File: src/rtl/multicycle_ctrl.sv
// multicycle_ctrl: five-state multicycle MIPS-subset control FSM with decoded fields latched at ID exit.
module multicycle_ctrl #(
  parameter int unsigned MEM_LAT = 1
) (
  input  logic       clk,
  input  logic       rst,
  input  logic [5:0] opcode,
  input  logic [5:0] funct,
  input  logic       zero,
  output logic       pc_we,
  output logic       ir_we,
  output logic       rf_we,
  output logic       dm_re,
  output logic       dm_we,
  output logic [1:0] mem_width,
  output logic       load_unsigned,
  output logic       alu_src_a,
  output logic [1:0] alu_src_b,
  output logic [3:0] alu_op,
  output logic       ext_op,
  output logic       reg_dst,
  output logic [1:0] reg_src,
  output logic [1:0] pc_src,
  output logic [2:0] state,
  output logic       illegal
);
  typedef enum logic [2:0] {S_IF, S_ID, S_EX, S_MEM, S_WB} state_t;
  typedef enum logic [2:0] {C_R, C_IMM, C_LD, C_ST, C_BEQ, C_J} cls_t;
  typedef struct packed {
    cls_t       cls;
    logic [3:0] alu_op;
    logic       alu_src_a;
    logic [1:0] alu_src_b;
    logic       ext_op;
    logic       reg_dst;
    logic [1:0] reg_src;
    logic [1:0] mem_width;
    logic       load_unsigned;
  } ctl_t;
  localparam logic [3:0] A_ADD = 4'd0, A_SUB = 4'd1, A_AND = 4'd2, A_OR = 4'd3, A_NOR = 4'd4,
                         A_SLT = 4'd5, A_SLTU = 4'd6, A_SLL = 4'd7, A_SRL = 4'd8, A_SRA = 4'd9;
  state_t cur, nxt;
  ctl_t dec, ctl;
  logic ok, act;
  logic [3:0] cnt;
  logic [1:0] mw;
  logic pc_we_c, ir_we_c, rf_we_c, dm_re_c, dm_we_c, illegal_c;
  logic [1:0] pc_src_c;
  // lw/sw have bit1 set, halves bit0, bytes neither; bit2 marks the unsigned loads
  assign mw = opcode[1] ? 2'd0 : opcode[0] ? 2'd1 : 2'd2;
  always_comb begin
    dec = '0;
    ok = 1'b1;
    case (opcode)
      6'h00: begin
        dec.reg_dst = 1'b1;
        case (funct)
          6'h00: begin dec.alu_op = A_SLL; dec.alu_src_a = 1'b1; end
          6'h02: begin dec.alu_op = A_SRL; dec.alu_src_a = 1'b1; end
          6'h03: begin dec.alu_op = A_SRA; dec.alu_src_a = 1'b1; end
          6'h04: dec.alu_op = A_SLL;
          6'h06: dec.alu_op = A_SRL;
          6'h07: dec.alu_op = A_SRA;
          6'h20, 6'h21: dec.alu_op = A_ADD;
          6'h22, 6'h23: dec.alu_op = A_SUB;
          6'h24: dec.alu_op = A_AND;
          6'h25: dec.alu_op = A_OR;
          6'h27: dec.alu_op = A_NOR;
          6'h2a: dec.alu_op = A_SLT;
          6'h2b: dec.alu_op = A_SLTU;
          default: ok = 1'b0;
        endcase
      end
      6'h08: begin dec.cls = C_IMM; dec.alu_src_b = 2'd2; dec.ext_op = 1'b1; end
      6'h0d: begin dec.cls = C_IMM; dec.alu_src_b = 2'd2; dec.alu_op = A_OR; end
      6'h0f: begin dec.cls = C_IMM; dec.alu_src_b = 2'd2; dec.reg_src = 2'd2; end
      6'h20, 6'h21, 6'h23, 6'h24, 6'h25: begin
        dec.cls = C_LD;
        dec.alu_src_b = 2'd2;
        dec.ext_op = 1'b1;
        dec.reg_src = 2'd1;
        dec.mem_width = mw;
        dec.load_unsigned = opcode[2];
      end
      6'h28, 6'h29, 6'h2b: begin
        dec.cls = C_ST;
        dec.alu_src_b = 2'd2;
        dec.ext_op = 1'b1;
        dec.mem_width = mw;
      end
      6'h04: begin dec.cls = C_BEQ; dec.alu_op = A_SUB; dec.ext_op = 1'b1; end
      6'h02: dec.cls = C_J;
      default: ok = 1'b0;
    endcase
  end
  always_comb begin
    nxt = S_IF;
    pc_we_c = 1'b0;
    ir_we_c = 1'b0;
    rf_we_c = 1'b0;
    dm_re_c = 1'b0;
    dm_we_c = 1'b0;
    illegal_c = 1'b0;
    pc_src_c = 2'd0;
    case (cur)
      S_IF: begin
        ir_we_c = 1'b1;
        pc_we_c = 1'b1;
        nxt = S_ID;
      end
      S_ID: begin
        illegal_c = !ok;
        nxt = ok ? S_EX : S_IF;
      end
      S_EX: begin
        pc_src_c = ctl.cls == C_BEQ ? 2'd1 : ctl.cls == C_J ? 2'd2 : 2'd0;
        pc_we_c = ctl.cls == C_J || (ctl.cls == C_BEQ && zero);
        nxt = (ctl.cls == C_BEQ || ctl.cls == C_J) ? S_IF :
              (ctl.cls == C_LD || ctl.cls == C_ST) ? S_MEM : S_WB;
      end
      S_MEM: begin
        dm_re_c = ctl.cls == C_LD;
        dm_we_c = ctl.cls == C_ST;
        nxt = cnt > 4'd1 ? S_MEM : ctl.cls == C_LD ? S_WB : S_IF;
      end
      S_WB: rf_we_c = 1'b1;
      default: nxt = S_IF;
    endcase
  end
  always_ff @(posedge clk or negedge rst) begin
    if (!rst) begin
      cur <= S_IF;
      cnt <= '0;
      ctl <= '0;
    end else begin
      cur <= nxt;
      if (cur == S_ID && ok) ctl <= dec;
      cnt <= (cur == S_EX && nxt == S_MEM) ? 4'(MEM_LAT) : cur == S_MEM ? cnt - 4'd1 : cnt;
    end
  end
  // outputs are gated by rst so reset clears them without waiting for a clock
  assign act = cur == S_EX || cur == S_MEM || cur == S_WB;
  assign {pc_we, ir_we, rf_we, dm_re, dm_we, illegal, pc_src} =
    rst ? {pc_we_c, ir_we_c, rf_we_c, dm_re_c, dm_we_c, illegal_c, pc_src_c} : '0;
  assign mem_width = rst && act ? ctl.mem_width : 2'd0;
  assign load_unsigned = rst && act && ctl.load_unsigned;
  assign alu_src_a = rst && act && ctl.alu_src_a;
  assign alu_src_b = !rst ? 2'd0 : act ? ctl.alu_src_b : cur == S_IF ? 2'd1 : 2'd0;
  assign alu_op = rst && act ? ctl.alu_op : 4'd0;
  assign ext_op = rst && act && ctl.ext_op;
  assign reg_dst = rst && act && ctl.reg_dst;
  assign reg_src = rst && act ? ctl.reg_src : 2'd0;
  assign state = cur;
endmodule
File: config.mk
export PLATFORM = sky130hd
export DESIGN_NAME = multicycle_ctrl
export DESIGN_NICKNAME = d
export VERILOG_FILES = /design/src/rtl/multicycle_ctrl.sv
export SDC_FILE = /design/constraint.sdc
export NUM_CORES = 1
export LEC_CHECK = 0
export CORE_ASPECT_RATIO = 0.5
export CORE_MARGIN = 5
export CORE_UTILIZATION = 45
export CTS_CLUSTER_SIZE = 10
export DETAILED_ROUTE_END_ITERATION = 10
export PLACE_DENSITY = 0.83
export SKIP_LAST_GASP = 1
export SYNTH_ARGS = -nofsm -noshare
export SYNTH_HDL_FRONTEND = slang
export SYNTH_SLANG_ARGS = --single-unit
File: constraint.sdc
create_clock -name clk -period 1.68 [get_ports clk]
set_clock_uncertainty 0.05 [all_clocks]
set_input_delay 0.252 -clock clk [delete_from_list [all_inputs] [get_ports clk]]
set_output_delay 0.252 -clock clk [all_outputs]
set_load 0.01 [all_outputs]
==> results of run 1 <==
==> area by class of cell <==
class / instances / area, sq um
multi-input cells: 149 / 1260
repair buffers: 114 / 951
flip-flops and latches: 23 / 577
fillers: 169 / 548
well taps: 51 / 63.8
clock buffers: 3 / 41.3
inverters: 8 / 30.0
clock inverters: 1 / 5.00
==> how the worst min path moves through the flow <==
| stage | start | to | slack, ns | cells after the start |
|---|---|---|---|---|
| 5_1_grt | rst | state[2]$_DFF_PN0_ | 0.13 | 2 |
| 4_1_cts | rst | state[2]$_DFF_PN0_ | 0.1 | 2 |
| 6_report | rst | state[2]$_DFF_PN0_ | 0.13 | 2 |
| 3_3_place_gp | ctl[3]$_DFFE_PN0P_ | ctl[3]$_DFFE_PN0P_ | 0.40 | 1 |
| 2_1_floorplan | rst | cnt[0]$_DFFE_PN0P_ | -0.09 | 0 |
| 3_5_place_dp | ctl[13]$_DFFE_PN0P_ | ctl[13]$_DFFE_PN0P_ | 0.44 | 1 |
==> cell usage after synthesis (3+ instances only) <==
cell type	n	area share, %
dfrtp_1	23	35
nand2_1	17	3.9
a22o_1	5	2.7
o21bai_1	3	1.4
nand2b_1	5	1.9
inv_1	8	1.8
and2_1	14	5.3
nor3_1	15	4.6
nor2_1	10	2.3
a32o_1	4	2.4
nor2b_1	8	3.0
a211oi_1	3	1.4
a22o_2	4	2.4
a21oi_1	10	3.0
o21ai_0	8	2.4
clkbuf_1	6	1.4
buf_2	5	1.5
==> timing repair <==
item,4_1_cts,5_1_grt
gates cloned,1,0
setup buffers,10,6
setup endpoints to repair,40,44
pin swaps,24,19
gates resized for setup,121,75
hold buffers,0,0
==> worst max-delay path: cells and delay by family, from the launching register on <==
kind	cells	cell delay, ns
compound gates	1	0.21
buf+inv	3	0.36
flops	1	0.43
simple gates	3	0.45
==> state kept, by name, summed over array words and instances (netlist names) <==
signal	cells
cnt	4
ctl	16
state	3
==> routing by layer <==
layer	vias to the layer above	GRT usage, %	share of wire, %
li1	916	-	-
met2	191	49.7	47
met1	1060	31.8	38
met5	-	0	0
met4	0	8.49	5.8
met3	65	4.02	9.3
==> cell families after synthesis <==
logic type      share of synthesized area (%)
simple gates                             28.0
flops                                    35.0
fa+ha+maj                                1.52
xor+xnor                                 1.07
compound gates                           26.7
buf+inv                                  6.40
mux                                      1.29
==> per-stage QoR <==
| stage | setup TNS (ns) | instances | area [sq um] | hold WS (ns) | util (%) |
|---|---|---|---|---|---|
| after floorplan | -1.85 | 193 | 1680 | -0.0936 | - |
| after global placement | -18.71 | 330 | 2510 | 0.405 | 72.3 |
| after detailed placement | -19.81 | 330 | 2510 | 0.436 | 72.3 |
| after CTS | -5.53 | 345 | 2740 | 0.0957 | 78.8 |
| after global routing | -9.84 | 349 | 2920 | 0.127 | 84.2 |
| final | -8.24 | 349 | 2920 | 0.129 | 84.2 |
==> where the power goes <==
part	internal [mW]	leakage, nW	total (mW)	switching, mW
clock network	0.167	0.0255	0.381	0.215
registers	0.743	0.291	0.934	0.190
logic	1.01	1.10	2.00	0.988
total	1.92	1.42	3.31	1.39
==> qor.yml, run 1 <==
grt_pass1_vias: 2125
dominantRegCellSynth: "dfrtp_1"
yosys_warnings: 0
arrival_ns: 1.72
max_clock_freq_mhz: 495
status: "complete, but fails checks"
slew_viol_final: 0
grt_antenna_before_repair: 0
crit_path_cell_trace: "nand2b_4 > nor2_2 > o21a_1 > buf_6 > buf_4 > and2_4 > buf_6"
gr-usage-all-layers_pct: 26.7
fin_crit_sh_pct: 120
path_max_fanout: 6
die_height_microns: 52.7
synth_edf_count: 0
finalWorstSetupSlack_ns: -0.342
synth_area_per_cell_sq_um: 8.51
critPathKind: "reg2out"
synth_seq_cells: 23
io_buffer_count: 39
clockBufferDepth: 2
placementRows: 15
diodes: 0
cts_buffers: 3
path_clk_slew_ns: 0.09
grt_max_degree: 14
ant_nets: 0
synth.distinct_cells: 51
drt-total-wl_mm: 7.53
synth_cells: 193
drc: 0
slew_headroom_pct: 71.3
max_stage_delay_ns: 0.43
critPathCaptureType: "output port"
ys_seq_area_share_pct: 35.0
worst-r2r-setup-slack_ns: -0.33
cp.required_ns: 1.38
ios: 40
period_minus_slack_ns: 2.02
r2r-end: "ctl[11]$_DFFE_PN0P_"
die_w_microns: 95.5
power_mw: 3.31
overflow: 0
grt_pass1_wl_mm: 10.3
crit_path_start: "state[1]$_DFF_PN0_"
cts_tree: "yes"
tightest_slew_ns: 0.428
drive_gt1_share_pct: 56.0
place_ws_ns: -0.944
vdd_drop_max_mv: 0.605
power.leakage_nw: 1.42
synthArstFlopShare_pct: 100
htree_levels: 1
r2r_cells: 6
syn-num-nets: 210
drt-pass1-iter-count: 5
max_cap_violations: 0
root_buffer: "clkbuf_8"
start_util_pct: 47.3
cellPowerDensity_nw_per_um2: 1130
drt_iter0_drc: 258
layout_common_cells: "buf_4 (67), dfrtp_1 (22), buf_6 (21), and2_4 (13), nand2_1 (13)"
num_vias: 2232
hold_path.class: "in2async"
final_common_cell: "buf_4"
syn-cell-area_sq_um: 1640
fin_nets: 316
hpwl_mm: 4.10
violations: "negative setup slack"
hold_viol: 0
crit_path_start_kind: "flip-flop"
gp_congestion: 0.863
endpoint: "mem_width[0]"
viasPerCell: 6.40
wl_per_cell_microns: 21.6
timing.critical_path.mode_cell: "buf_6"
setup_violations: 36
rsz0062_at_grt: "true"
rr_startpoint: "state[1]$_DFF_PN0_"
syn_to_final_growth_pct: 78.0
coreArea_sq_um: 3470
critPathSlowestCell: "dfrtp_1"
clock_sinks: 23
clk-insertion-delay-late_ns: 0.28
die_area_sq_um: 5030
Note: power is estimated with default switching activity, not from simulation.
==> inputs of run 2 (changes only) <==
--- a/config.mk
+++ b/config.mk
@@ -7,10 +7,10 @@
 export LEC_CHECK = 0
 export CORE_ASPECT_RATIO = 0.5
 export CORE_MARGIN = 5
-export CORE_UTILIZATION = 45
+export CORE_UTILIZATION = 32
 export CTS_CLUSTER_SIZE = 10
 export DETAILED_ROUTE_END_ITERATION = 10
-export PLACE_DENSITY = 0.83
+export PLACE_DENSITY = 0.64
 export SKIP_LAST_GASP = 1
 export SYNTH_ARGS = -nofsm -noshare
 export SYNTH_HDL_FRONTEND = slang
==> run 2 against run 1 <==
  * The run still ends with negative setup slack left
  * First-iteration DRC count fell by 78%
  * Combinational power fell by 14%
  * Sequential power fell by 2%
  * Final area fell by 4.1%
  * Global-route usage fell by 12 points
  * Count of clock-buffer cells in the layout did not move
  * Register-to-register slack improved by 0.02 ns
  * Cell count rose by 5.2%
  * Largest power group unchanged
==> qor.yml, run 2 (same netlist as run 1, synthesis figures left out) <==
status: "complete, but fails checks"
violations: "negative setup slack"
critPathCaptureType: "flip-flop"
finalWorstSetupSlack_ns: -0.314  # +0.0282 ns
placementRows: 18  # +3
placed_cells: 350  # +6.1%
final_common_cell: "buf_4"
drc: 0  # unchanged
ant_nets: 0  # unchanged
max_stage_delay_ns: 0.45  # +0.02 ns
power_mw: 2.99  # -9.7%
gp_congestion: 0.843  # -2.2%
grt_pass1_wl_mm: 8.31  # -20%
crit_path_start_kind: "flip-flop"
fin_nets: 315  # -0.32%
cp.required_ns: 1.79  # +0.41 ns
start_util_pct: 33.2  # -14 points
drive_gt1_share_pct: 50.5  # -5.5 points
largest_reg_flops: 16  # unchanged
max_clock_freq_mhz: 502  # +1.4%
cts_tree: "yes"
drt-total-wl_mm: 5.02  # -33%
grt_pass1_vias: 1794  # -16%
grt_max_degree: 15  # +1
syn_to_final_growth_pct: 70.7
root_buffer: "clkbuf_8"
cp_num_buf_inv: 2  # -1
gr-usage-all-layers_pct: 14.9  # -12 points
drt_iter0_drc: 56  # -78%
arrival_ns: 2.10  # +0.38 ns
setup_violations: 33  # -8.3%
overflow: 0  # unchanged
drt-pass1-iter-count: 4  # -1
slew_headroom_pct: 70.4  # -0.90 points
num_vias: 1807  # -19%
clockBufferDepth: 2  # unchanged
fin_crit_sh_pct: 119  # -1.7 points
hold_path.class: "in2async"
max_cap_violations: 0  # unchanged
stdcell_count: 367  # +5.2%
hold_viol: 0  # unchanged
wl_per_cell_microns: 13.7  # -37%
diodes: 0  # unchanged
die_area_sq_um: 6750  # +34%
path_clk_slew_ns: 0.09  # about the same
critPathKind: "reg2reg"
crit_family: "simple AND/OR/NAND/NOR gates"
rsz0062_at_grt: "true"
coreArea_sq_um: 4950  # +43%
power.leakage_nw: 1.40  # -1.6%
clock_sinks: 23  # unchanged
slew_viol_final: 0  # unchanged
timing.critical_path.mode_cell: "buf_6"
path_max_fanout: 8  # +2
tightest_slew_ns: 0.439  # +0.0106 ns
vdd_drop_max_mv: 0.521  # -14%
layout_common_cells: "buf_4 (64), dfrtp_1 (22), buf_2 (20), nand2_1 (14), and2_1 (13)"
clk-insertion-delay-late_ns: 0.26  # -0.02 ns
crit_path_cell_trace: "buf_6 > buf_6 > or3b_4 > nor2_4 > o31ai_4 > o31a_4 > mux2_4"
period_minus_slack_ns: 1.99  # -0.0282 ns
grt_antenna_before_repair: 0  # unchanged
die_w_microns: 111  # +17%
critPathSlowestCell: "or3b_4"
die_height_microns: 60.7  # +15%
cts_buffers: 3  # unchanged
largest-register: "ctl"
cellPowerDensity_nw_per_um2: 1070  # -5.8%
io_buffer_count: 39  # unchanged
hpwl_mm: 3.69  # -10%
ios: 40  # unchanged
tns_ns: -6.58  # +1.66 ns
fill_cells: 447  # +160%
viasPerCell: 4.92  # -23%
htree_levels: 1  # unchanged
==> run 2: where the power goes <==
part	switching (mW)	total (mW)	internal [mW]
sequential	0.173	0.918	0.744
combinational	0.753	1.72	0.964
clock	0.188	0.356	0.168
total	1.11	2.99	1.88
==> run 2: final timing paths <==
path,start,end,slack [ns],depth (start not counted)
setup / recovery,state[1]$_DFF_PN0_,ctl[11]$_DFFE_PN0P_,-0.31,7
hold / removal,rst,cnt[1]$_DFFE_PN0P_,0.11,2
setup reg to reg,state[1]$_DFF_PN0_,ctl[11]$_DFFE_PN0P_,-0.31,7
hold reg to reg,ctl[3]$_DFFE_PN0P_,ctl[3]$_DFFE_PN0P_,0.44,1
max in group asynchronous,rst,ctl[5]$_DFFE_PN0P_,1.21,3
min in group clk,opcode[0],ctl[1]$_DFFE_PN0P_,0.35,3
==> run 2: final cells by class <==
type                    count  area, sq um  share of cell area, %
multi-input cells         149         1180                   42.1
repair buffers            113          880                   31.4
flip-flops and latches     23          577                   20.6
well taps                  70         87.6                   3.12
clock buffers               3         41.3                   1.47
inverters                   8         30.0                   1.07
clock inverters             1         7.51                  0.268
==> run 2: per-stage QoR <==
stage / hold WS, ns / utilization [%] / cell area [sq um] / worst slack [ns]
floorplan: -0.0936 / - / 1680 / -0.161
CTS: 0.114 / 54.4 / 2690 / -0.291
global placement: 0.405 / 51.3 / 2540 / -0.947
global route: 0.120 / 56.6 / 2800 / -0.345
detailed placement: 0.411 / 51.3 / 2540 / -0.948
finish: 0.107 / 56.6 / 2800 / -0.314
==> run 2: what timing repair did <==
item | in CTS | in global routing
pin swaps | 18 | 8
endpoints found under the setup margin | 40 | 42
cloned | 1 | 0
hold buffers | 0 | 0
setup buffers | 10 | 4
resized for setup | 126 | 38
==> run 2: per-layer routing <==
metal / track usage [%] / wire length, microns
met5: 0 / 0
met3: 2.59 / 141
met1: 19.5 / 2440
met2: 27.0 / 2400
met4: 2.95 / 42
==> run 2: worst register-to-register path: cells and delay by family, from the launching register on <==
family                 cells  cell delay, ns
AND/OR/NAND/NOR            2            0.60
flip-flops                 1            0.42
multiplexers               1            0.31
AO/OA/AOI/OAI              2            0.27
buffers and inverters      2            0.23
==> inputs of run 3 (changes only) <==
--- a/config.mk
+++ b/config.mk
@@ -10,7 +10,7 @@
 export CORE_UTILIZATION = 32
 export CTS_CLUSTER_SIZE = 10
 export DETAILED_ROUTE_END_ITERATION = 10
-export PLACE_DENSITY = 0.64
+export PLACE_DENSITY = 0.62
 export SKIP_LAST_GASP = 1
 export SYNTH_ARGS = -nofsm -noshare
 export SYNTH_HDL_FRONTEND = slang
==> constraint.sdc (replaced) <==
create_clock -name clk -period 2 [get_ports clk]
set_clock_uncertainty 0.05 [all_clocks]
set_input_delay 0.3 -clock clk [delete_from_list [all_inputs] [get_ports clk]]
set_output_delay 0.3 -clock clk [all_outputs]
set_load 0.01 [all_outputs]
==> run 3 against run 2 <==
  * The run still ends with negative setup slack left
  * Via count is 4.4% lower
  * Non-clock buffer count is 23 lower
  * Hold slack better by 0.24 ns
  * Register-to-register slack better by 0.30 ns
  * Final area is 7.3% lower
  * Largest power group unchanged
  * Highest routed layer is now met3
==> qor.yml, run 3 (same netlist as run 1, synthesis figures left out) <==
switching_share_pct: 37.9  # +0.63 points
period_minus_slack_ns: 2.04
tightest_slew_ns: 0.598  # +0.160 ns
ios: 40  # unchanged
crit_family: "simple AND/OR/NAND/NOR gates"
grt_pass1_vias: 1667  # -7.1%
viasPerCell: 5.02  # +2.0%
status: "complete, but fails checks"
cp.required_ns: 1.65  # -0.14 ns
max_cap_violations: 0  # unchanged
rsz0062_at_grt: "true"
combPwrFrac_pct: 52.5  # -4.9 points
placementRows: 18  # unchanged
syn_to_final_growth_pct: 58.3
cts_buffers: 3  # unchanged
max_clock_freq_mhz: 491
gr-usage-all-layers_pct: 14.0  # -0.97 points
grt_antenna_before_repair: 0  # unchanged
power.leakage_nw: 1.26  # -9.9%
max_stage_delay_ns: 0.54  # +0.09 ns
cp_num_buf_inv: 2  # unchanged
grt_pass1_wl_mm: 7.78  # -6.5%
setup_violations: 2  # -94%
drt_iter0_drc: 72  # +29%
final_core_util_pct: 52.5  # -4.1 points
hold_viol: 0  # unchanged
path_clk_slew_ns: 0.08  # about the same
largest_reg_flops: 16  # unchanged
fill_cells: 482  # +7.8%
clk-insertion-delay-late_ns: 0.27  # about the same
grt_max_degree: 15  # unchanged
clockBufferDepth: 2  # unchanged
clock_sinks: 23  # unchanged
r2r_cells: 7  # unchanged
drt-total-wl_mm: 4.80  # -4.4%
fin_crit_sh_pct: 102
seq_power_share_pct: 34.1  # +3.4 points
fin_nets: 292  # -7.3%
hold_buffers: 0  # unchanged
critPathKind: "in2out"
drt-pass1-iter-count: 4  # unchanged
wl_per_cell_microns: 14.0  # +2.0%
path_max_fanout: 2  # -6
crit_path_start_kind: "input pin"
die_w_microns: 111  # unchanged
drc: 0  # unchanged
whs_ns: 0.351  # +0.244 ns
arrival_ns: 1.69  # -0.41 ns
overflow: 0  # unchanged
slew_headroom_pct: 59.7  # -11 points
worst-path-stages: 7  # unchanged
root_buffer: "clkbuf_8"
diodes: 0  # unchanged
layout_common_cells: "buf_4 (48), dfrtp_1 (22), nand2_1 (17), and2_1 (13), buf_2 (13)"
finalWorstSetupSlack_ns: -0.0378  # +0.276 ns
cellPowerDensity_nw_per_um2: 864  # -19%
ant_nets: 0  # unchanged
crit_path_cell_trace: "buf_6 > or4b_4 > a21oi_4 > nor3_2 > o22a_1 > and3_1 > buf_2"
num_vias: 1727  # -4.4%
htree_levels: 1  # unchanged
tns_ns: -0.0499  # +6.53 ns
critPathCaptureType: "output port"
coreArea_sq_um: 4950  # unchanged
final_common_cell: "buf_4"
cts_tree: "yes"
vdd_drop_max_mv: 0.365  # -30%
fin_area_sq_um: 2600  # -7.3%
slew_viol_final: 0  # unchanged
drive_gt1_share_pct: 41.2  # -9.3 points
placed_area_sq_um: 2410  # -5.3%
power.internal_mw: 1.39  # -26%
start_util_pct: 33.2  # unchanged
largest-register: "ctl"
io_buffer_count: 39  # unchanged
p_sw_mw: 0.851  # -24%
hpwl_mm: 3.59  # -2.7%
p_clk_share_pct: 13.4  # +1.5 points
die_area_sq_um: 6750  # unchanged
critPathSlowestCell: "or4b_4"
die_height_microns: 60.7  # unchanged
violations: "negative setup slack"
hold_path.class: "in2async"
gp_congestion: 0.833  # -1.3%
## run 3: worst paths after layout
| path | startpoint | end | slack (ns) |
|---|---|---|---|
| hold reg to reg | ctl[3]$_DFFE_PN0P_ | ctl[3]$_DFFE_PN0P_ | 0.42 |
| hold / removal | rst | cnt[1]$_DFFE_PN0P_ | 0.35 |
| setup reg to reg | state[1]$_DFF_PN0_ | ctl[11]$_DFFE_PN0P_ | -0.01 |
| setup / recovery | opcode[3] | illegal | -0.04 |
| max in group asynchronous | rst | ctl[14]$_DFFE_PN0P_ | 1.22 |
| min in group clk | opcode[0] | ctl[1]$_DFFE_PN0P_ | 0.39 |
## run 3: per-layer routing
layer / vias to the layer above / global-route usage, % / wire [microns]
met5: - / 0 / 0
met4: 0 / 2.08 / 0
met3: 0 / 2.49 / 170
met2: 38 / 22.9 / 2260
met1: 823 / 20.1 / 2380
li1: 866 / - / -
## run 3: area by class of cell
type	instances	area (sq um)	share of cell area [%]
Clock inverter	1	7.51	0.289
Inverter	8	30.0	1.15
Tap cell	70	87.6	3.37
Sequential cell	23	577	22.2
Multi-Input combinational cell	149	1160	44.7
Timing Repair Buffer	90	696	26.8
Clock buffer	3	41.3	1.59
## run 3: through the flow
step / worst slack, ns / total power [mW] / std cells
2_1_floorplan: 0.0623 / 1.33 / 193
3_3_place_gp: -0.726 / 1.80 / 336
3_5_place_dp: -0.727 / 1.83 / 336
4_1_cts: -0.171 / 2.15 / 343
5_1_grt: -0.117 / 2.42 / 344
6_report: -0.0378 / 2.25 / 344
## run 3: power groups by stage
stage	Sequential, mW	Combinational [mW]	Clock, mW
finish	0.766	1.18	0.301
global route	0.792	1.29	0.334
CTS	0.753	1.09	0.310
detailed placement	0.760	1.07	0
global placement	0.756	1.04	0
floorplan	0.741	0.588	0
## run 3: repair_timing
item	CTS	global route
setup buffers	2	3
setup endpoints to repair	35	32
pin swaps	6	11
gates cloned	1	0
gates resized for setup	81	54
